[src/rtl/spi_coef_readback.sv]
`timescale 1ns/1ps
// SPI read-back slave for the modulator coefficient bank: decodes 32-bit MSB-first frames on SCLK
// and serialises a snapshotted 20-bit half-bank on MISO; MISO changes only on SCLK falling edges.
module spi_coef_readback #(
  parameter int ADDR_W  = 7,
  parameter int ENTRY_W = 5,
  parameter int FRAME_W = 32
) (
  input  logic                 SCLK,
  input  logic                 reset,
  input  logic                 cs_n,
  input  logic                 mosi,
  input  logic [8*ENTRY_W-1:0] w_cos_1,
  input  logic [8*ENTRY_W-1:0] w_sin_1,
  input  logic [8*ENTRY_W-1:0] w_cos_2,
  input  logic [8*ENTRY_W-1:0] w_sin_2,
  output logic                 miso,
  output logic                 miso_oe,
  output logic                 rd_addr_err,
  output logic                 frame_done
);

  localparam int BUS_W  = 8*ENTRY_W;
  localparam int WORD_W = 4*ENTRY_W;
  localparam int TX_W   = FRAME_W - 1 - ADDR_W;
  localparam int CNT_W  = $clog2(FRAME_W + 1);
  localparam logic [CNT_W-1:0] CMD_LAST   = CNT_W'(ADDR_W);
  localparam logic [CNT_W-1:0] FRAME_LAST = CNT_W'(FRAME_W - 1);

  typedef enum logic [2:0] {S_SYNC, S_IDLE, S_CMD, S_READ, S_IGNORE, S_DONE} state_t;

  state_t            r_state, w_state_nxt;
  logic [CNT_W-1:0]  r_bit_cnt, w_bit_cnt_nxt;
  logic [ADDR_W-1:0] r_cmd_sr, w_cmd_sr_nxt;
  logic [TX_W-1:0]   r_tx_sr, w_tx_sr_nxt;
  logic              r_rd_addr_err, w_rd_addr_err_nxt;
  logic [ADDR_W:0]   w_cmd;
  logic [WORD_W-1:0] w_word;
  logic              w_addr_ok;
  logic              w_in_frame;

  // Entry 4k lands in the most significant slot of the read word.
  function automatic logic [WORD_W-1:0] half_word(input logic [BUS_W-1:0] bus, input logic hi);
    logic [WORD_W-1:0] half;
    logic [WORD_W-1:0] word;
    half = hi ? bus[BUS_W-1 -: WORD_W] : bus[WORD_W-1:0];
    word = '0;
    for (int i = 0; i < 4; i++) word[(3-i)*ENTRY_W +: ENTRY_W] = half[i*ENTRY_W +: ENTRY_W];
    return word;
  endfunction

  assign w_cmd = {r_cmd_sr, mosi};

  always_comb begin
    w_word    = '0;
    w_addr_ok = 1'b1;
    case (w_cmd[ADDR_W-1:0])
      ADDR_W'(1): w_word = half_word(w_cos_1, 1'b0);
      ADDR_W'(2): w_word = half_word(w_cos_1, 1'b1);
      ADDR_W'(3): w_word = half_word(w_sin_1, 1'b0);
      ADDR_W'(4): w_word = half_word(w_sin_1, 1'b1);
      ADDR_W'(5): w_word = half_word(w_cos_2, 1'b0);
      ADDR_W'(6): w_word = half_word(w_cos_2, 1'b1);
      ADDR_W'(7): w_word = half_word(w_sin_2, 1'b0);
      ADDR_W'(8): w_word = half_word(w_sin_2, 1'b1);
      default:    w_addr_ok = 1'b0;
    endcase
  end

  assign w_in_frame = (r_state == S_CMD) || (r_state == S_READ) ||
                      (r_state == S_IGNORE) || (r_state == S_DONE);

  always_comb begin
    w_state_nxt       = r_state;
    w_bit_cnt_nxt     = r_bit_cnt;
    w_cmd_sr_nxt      = r_cmd_sr;
    w_tx_sr_nxt       = r_tx_sr;
    w_rd_addr_err_nxt = r_rd_addr_err;
    if (w_in_frame && cs_n) begin
      // Aborted frame: drop back to idle without touching the error flag or shift data.
      w_state_nxt   = S_IDLE;
      w_bit_cnt_nxt = '0;
    end else begin
      case (r_state)
        S_SYNC: if (cs_n) w_state_nxt = S_IDLE;
        S_IDLE: begin
          if (!cs_n) begin
            w_cmd_sr_nxt      = w_cmd[ADDR_W-1:0];
            w_bit_cnt_nxt     = CNT_W'(1);
            w_rd_addr_err_nxt = 1'b0;
            w_state_nxt       = S_CMD;
          end
        end
        S_CMD: begin
          w_cmd_sr_nxt  = w_cmd[ADDR_W-1:0];
          w_bit_cnt_nxt = r_bit_cnt + CNT_W'(1);
          if (r_bit_cnt == CMD_LAST) begin
            if (w_cmd[ADDR_W]) begin
              w_state_nxt = S_IGNORE;
            end else begin
              w_state_nxt       = S_READ;
              w_tx_sr_nxt       = {w_word, {(TX_W-WORD_W){1'b0}}};
              w_rd_addr_err_nxt = ~w_addr_ok;
            end
          end
        end
        S_READ: begin
          // Shifting on the rising edge presents the next bit to the falling-edge MISO flop.
          w_tx_sr_nxt   = {r_tx_sr[TX_W-2:0], 1'b0};
          w_bit_cnt_nxt = r_bit_cnt + CNT_W'(1);
          if (r_bit_cnt == FRAME_LAST) w_state_nxt = S_DONE;
        end
        S_IGNORE: begin
          w_bit_cnt_nxt = r_bit_cnt + CNT_W'(1);
          if (r_bit_cnt == FRAME_LAST) w_state_nxt = S_DONE;
        end
        S_DONE: w_state_nxt = S_DONE;
        default: w_state_nxt = S_SYNC;
      endcase
    end
  end

  always_ff @(posedge SCLK or posedge reset) begin
    if (reset) begin
      r_state       <= S_SYNC;
      r_bit_cnt     <= '0;
      r_cmd_sr      <= '0;
      r_tx_sr       <= '0;
      r_rd_addr_err <= 1'b0;
    end else begin
      r_state       <= w_state_nxt;
      r_bit_cnt     <= w_bit_cnt_nxt;
      r_cmd_sr      <= w_cmd_sr_nxt;
      r_tx_sr       <= w_tx_sr_nxt;
      r_rd_addr_err <= w_rd_addr_err_nxt;
    end
  end

  always_ff @(negedge SCLK or posedge reset) begin
    if (reset) miso <= 1'b0;
    else       miso <= (r_state == S_READ) & r_tx_sr[TX_W-1];
  end

  assign miso_oe     = ~cs_n & (r_state == S_READ);
  assign frame_done  = (r_state == S_DONE);
  assign rd_addr_err = r_rd_addr_err;

endmodule

[config.mk]
export PLATFORM = sky130hd
export DESIGN_NAME = spi_coef_readback
export DESIGN_NICKNAME = d
export VERILOG_FILES = /design/src/rtl/spi_coef_readback.sv
export SDC_FILE = /design/constraint.sdc
export NUM_CORES = 1
export LEC_CHECK = 0
export CELL_PAD_IN_SITES_DETAIL_PLACEMENT = 2
export CELL_PAD_IN_SITES_GLOBAL_PLACEMENT = 2
export CORE_ASPECT_RATIO = 1.4
export CORE_MARGIN = 1
export CORE_UTILIZATION = 23
export DETAILED_ROUTE_END_ITERATION = 10
export PLACE_DENSITY = 0.84
export SYNTH_ARGS = -nofsm -noshare
export SYNTH_HDL_FRONTEND = slang
export SYNTH_SLANG_ARGS = --single-unit
[constraint.sdc]
create_clock -name SCLK -period 2.7 [get_ports SCLK]
set_input_delay 0.405 -clock SCLK [delete_from_list [all_inputs] [get_ports SCLK]]
set_output_delay 0.405 -clock SCLK [all_outputs]
set_load 0.05 [all_outputs]
After elaboration in Yosys (flattened, before gate mapping)
Index checks and enable logic that the tools add are counted.
Storage, ports and cells
  bits in registers: 42
  output and inout bits: 4
Operators by class
  add/sub/neg operators: 1
  eq/ne operators: 22
  mux-type cells: 21
  bitwise logic cells: 5
  reductions and logical operators: 16
Operators with widths (number)
  20-bit case mux with 8 select lines: 1
  24-bit 2-to-1 mux: 2
  24-bit case mux with 2 select lines: 1
  7-bit by 3-bit == test with 1-bit output (second input constant): 4
  3-bit 2-to-1 mux: 6
  3-bit case mux with 5 select lines: 1
  7-bit by 2-bit == test with 1-bit output (second input constant): 2
  7-bit case mux with 2 select lines: 1
  6-bit 2-to-1 mux: 2
  6-bit case mux with 2 select lines: 1
  4-bit AND reduction: 2
  8-bit OR reduction: 1
  7-bit by 1-bit == test with 1-bit output (second input constant): 1
  7-bit by 4-bit == test with 1-bit output (second input constant): 1
  7-bit 2-to-1 mux: 1
  6-bit by 1-bit adder with 6-bit output (second input constant): 1
  3-bit by 2-bit == test with 1-bit output (second input constant): 2
  3-bit == test (second input constant): 2
  6-bit by 3-bit == test with 1-bit output (second input constant): 1
  6-bit by 5-bit == test with 1-bit output (second input constant): 1
  3-bit by 1-bit inequality test with 1-bit output (second input constant): 2
  3-bit inequality test (second input constant): 2
  5-bit AND reduction: 1
  1-bit 2-to-1 mux: 4
  15 further kinds: 22

Logic depth before layout (Yosys ltp)
  word-level depth: 7
  mapped depth: 8

==> impl_metrics.csv <==
group,metric,value,unit
sta,rsz0062_at_grt,"no",
global_route,grt_overflow,0,
drt,routed_wl,14600,um
yosys,synthSimpleGateAreaFrac,0.134,
clock_tree,cts_hold_buffers,0,
yosys,synth_xor_area_frac,0.00526,
global_route,grt_pass1_wl,23100,um
placed_design,routabilityCongestion,0.793,
yosys,ys_types,59,
setup_path,timing.rr.end,"r_tx_sr[7]",
clock_tree,cts_root_buf,"clkbuf_16",
setup_path,path_buf_inv,1,
die,io_pins,168,
clock_tree,cts_max_level,2,
yosys,synthAdderAreaFrac,0.0113,
yosys,async_flop_share,1.00,
yosys,synthesis.area,3330,um^2
hold_path,hold_end,"r_tx_sr[5]",
die,core_area,14000,um^2
flow_run,max-cap-violations,0,
setup_path,path_max_fanout,1,
finish,fin_nets,675,
drt,first_pass_iters,4,
clock_tree,clk_latency,300,ps
yosys,synth_compound_area_frac,0.319,
power_and_ir_drop,p_total,0.00351,W
yosys,synth_top_family_by_area,"compound AO/OA/AOI/OAI gates",
sta,finClkSkew,23.6,ps
drt,via_per_inst,5.31,
setup_path,cpPeakStageDelay,430,ps
finish,multi_input_area,2100,um^2
hold_path,hp-class,"reg2reg",
sta,finalSetupTns,0,ps
placed_design,hpwl,11900,um
drt,drt_iter0_drc,126,
sta,timing.hold.ws,508,ps
drt,ant_nets,0,
setup_path,ff2ff_path_depth,6,
yosys,synthMuxAreaShare,0.162,
yosys,syn_avg_cell_area,9.40,um^2
die,die_h,144,um
setup_path,critical_path_class,"reg2out",
setup_path,crit_family,"flip-flops",
setup_path,r2r-start,"r_state[2]",
yosys,synth_edf_count,0,
setup_path,arrival,2220,ps
power_and_ir_drop,ir_drop,0.285,mV
sta,setup_viol,0,
power_and_ir_drop,power_leakage,2.00,nW
global_route,grt_pass1_vias,4347,
setup_path,cpMaxStageDelayCell,"dfrtn_1",
clock_tree,clockBufferDepth,2,
yosys,synth.most_common_cell,"a22oi_1",
sta,fin_ws,71.2,ps
die,num_rows,51,
sta,worst_pin_slew,934,ps
sta,relSlewSlack,0.373,
yosys,synth_top_area_share,0.278,
placed_design,pre_cts_slack,379,ps
yosys,synthTopCellsByCount,"38 x a22oi_1, 37 x dfrtp_1, 37 x mux2i_1, 20 x o21ai_0, 18 x o2bb2ai_1",
yosys,synth_fp_nets,521,
clock_tree,clk_pin_slew,60,ps
die,initial_core_util,0.237,
finish,antennaDiodeCount,0,
yosys,synthCells,354,
sta,drv_slew,0,
setup_path,required,2300,ps
hold_path,hold_depth,2,
run_status,status,"finished clean",
finish,final_core_util,0.374,
finish,synthToLayoutAreaGrowth,57.7,%
die,die_w,104,um
die,dieArea,15000,um^2
finish,nFillCells,1566,
hold_path,hp-start,"r_tx_sr[5]",
setup_path,cp-end-kind,"output port",
drt,drc,0,
yosys,synthFlopType,"dfrtp_1",
finish,regArea,951,um^2
yosys,yosysSeqAreaShare,0.286,
drt,wl_per_cell,21.0,um
sta,finalHoldViolations,0,
setup_path,r2r_slack,390,ps
yosys,ys_ff_latch,38,
clock_tree,post-cts-setup-buffers,0,
global_route,antenna_found_initial,0,
finish,drive_gt1_frac,0.100,
yosys,synth_area_leaders,"dfrtp_1 28%, mux2i_1 11%, a22oi_1 8.6%",
global_route,grt_max_degree,44,
placed_design,io_buffers,167,
yosys,synth_area_leader_cell,"dfrtp_1",
power_and_ir_drop,power.density,669,nW/um^2
global_route,grt_usage,0.198,
setup_path,start_kind,"flop",
clock_tree,cts_buffers,5,
yosys,synth_warnings,0,
clock_tree,cts_tree,"built",
clock_tree,cts-resized-gates,0,
clock_tree,clock_sinks,38,
setup_path,crit_path_cell_trace,"buf_12",
drt,vias,3683,
==> power by group <==
group | internal (W) | switching (W)
clock network | 0.000366 | 0.000231
logic | 0.000939 | 0.00114
registers | 0.000670 | 0.000160
total | 0.00197 | 0.00153
==> worst min-delay path, cell delays in order (launching register included) <==
cell     delay, ps
dfrtp_1        340
a22oi_1         60
o21ai_0         60
==> flip-flops by register name (all words and copies together) (netlist names) <==
register     cells
miso             1
r_state          3
r_tx_sr         20
r_cmd_sr         7
rd_addr_err      1
r_bit_cnt        6
==> logic make-up after synthesis <==
| kind of cell | after synthesis |
|---|---|
| buf+inv | 38 |
| xor+xnor | 2 |
| fa+ha+maj | 3 |
| flops | 38 |
| compound gates | 147 |
| mux | 50 |
| simple gates | 76 |
==> area by class of cell <==
class	instances	share of cell area
clock buffers	7	0.0272
clock inverters	1	0.000954
flip-flops and latches	38	0.181
well taps	185	0.0441
repair buffers	180	0.342
inverters	5	0.00358
multi-input cells	278	0.401
==> cell usage in the layout, fill, tap and decap left out, types with 5 or more instances in the layout <==
master	synthesis	layout
o22ai_1	17	17
nand3b_1	5	5
mux2i_1	37	37
clkbuf_16	0	5
a22oi_1	38	38
o21ai_1	12	12
nand3_1	5	5
clkdlybuf4s50_1	0	164
nand2_1	13	13
mux2_2	11	11
a21oi_1	6	6
o21ai_0	20	20
dfrtp_1	37	37
inv_1	5	5
a221oi_1	13	13
nor2_1	16	16
buf_4	5	12
o2bb2ai_1	18	18
==> metrics by stage <==
step	instances	instance area [um^2]
floorplan	354	3330
global placement	686	5100
detailed placement	686	5100
CTS	694	5250
global route	694	5250
finish	694	5250
==> routing by layer <==
metal | share of wire | up-vias | wire length, um | global-route usage
met2 | 0.58 | 125 | 8460 | 0.416
met3 | 0.043 | 19 | 629 | 0.0320
met5 | 0 | - | 0 | 0
met4 | 0.024 | 0 | 355 | 0.0677
li1 | - | 1707 | - | -
met1 | 0.35 | 1832 | 5110 | 0.193
==> worst max path at each step <==
stage | from | endpoint | slack [ps] | cells past startpoint
after floorplan | reset | miso | 170 | 1
after global placement | miso | miso | 390 | 1
after detailed placement | cs_n | r_tx_sr[7] | 380 | 5
after CTS | miso | miso | 60 | 1
after global routing | miso | miso | 50 | 1
final | miso | miso | 70 | 1
(Power assumes the default switching activity.)
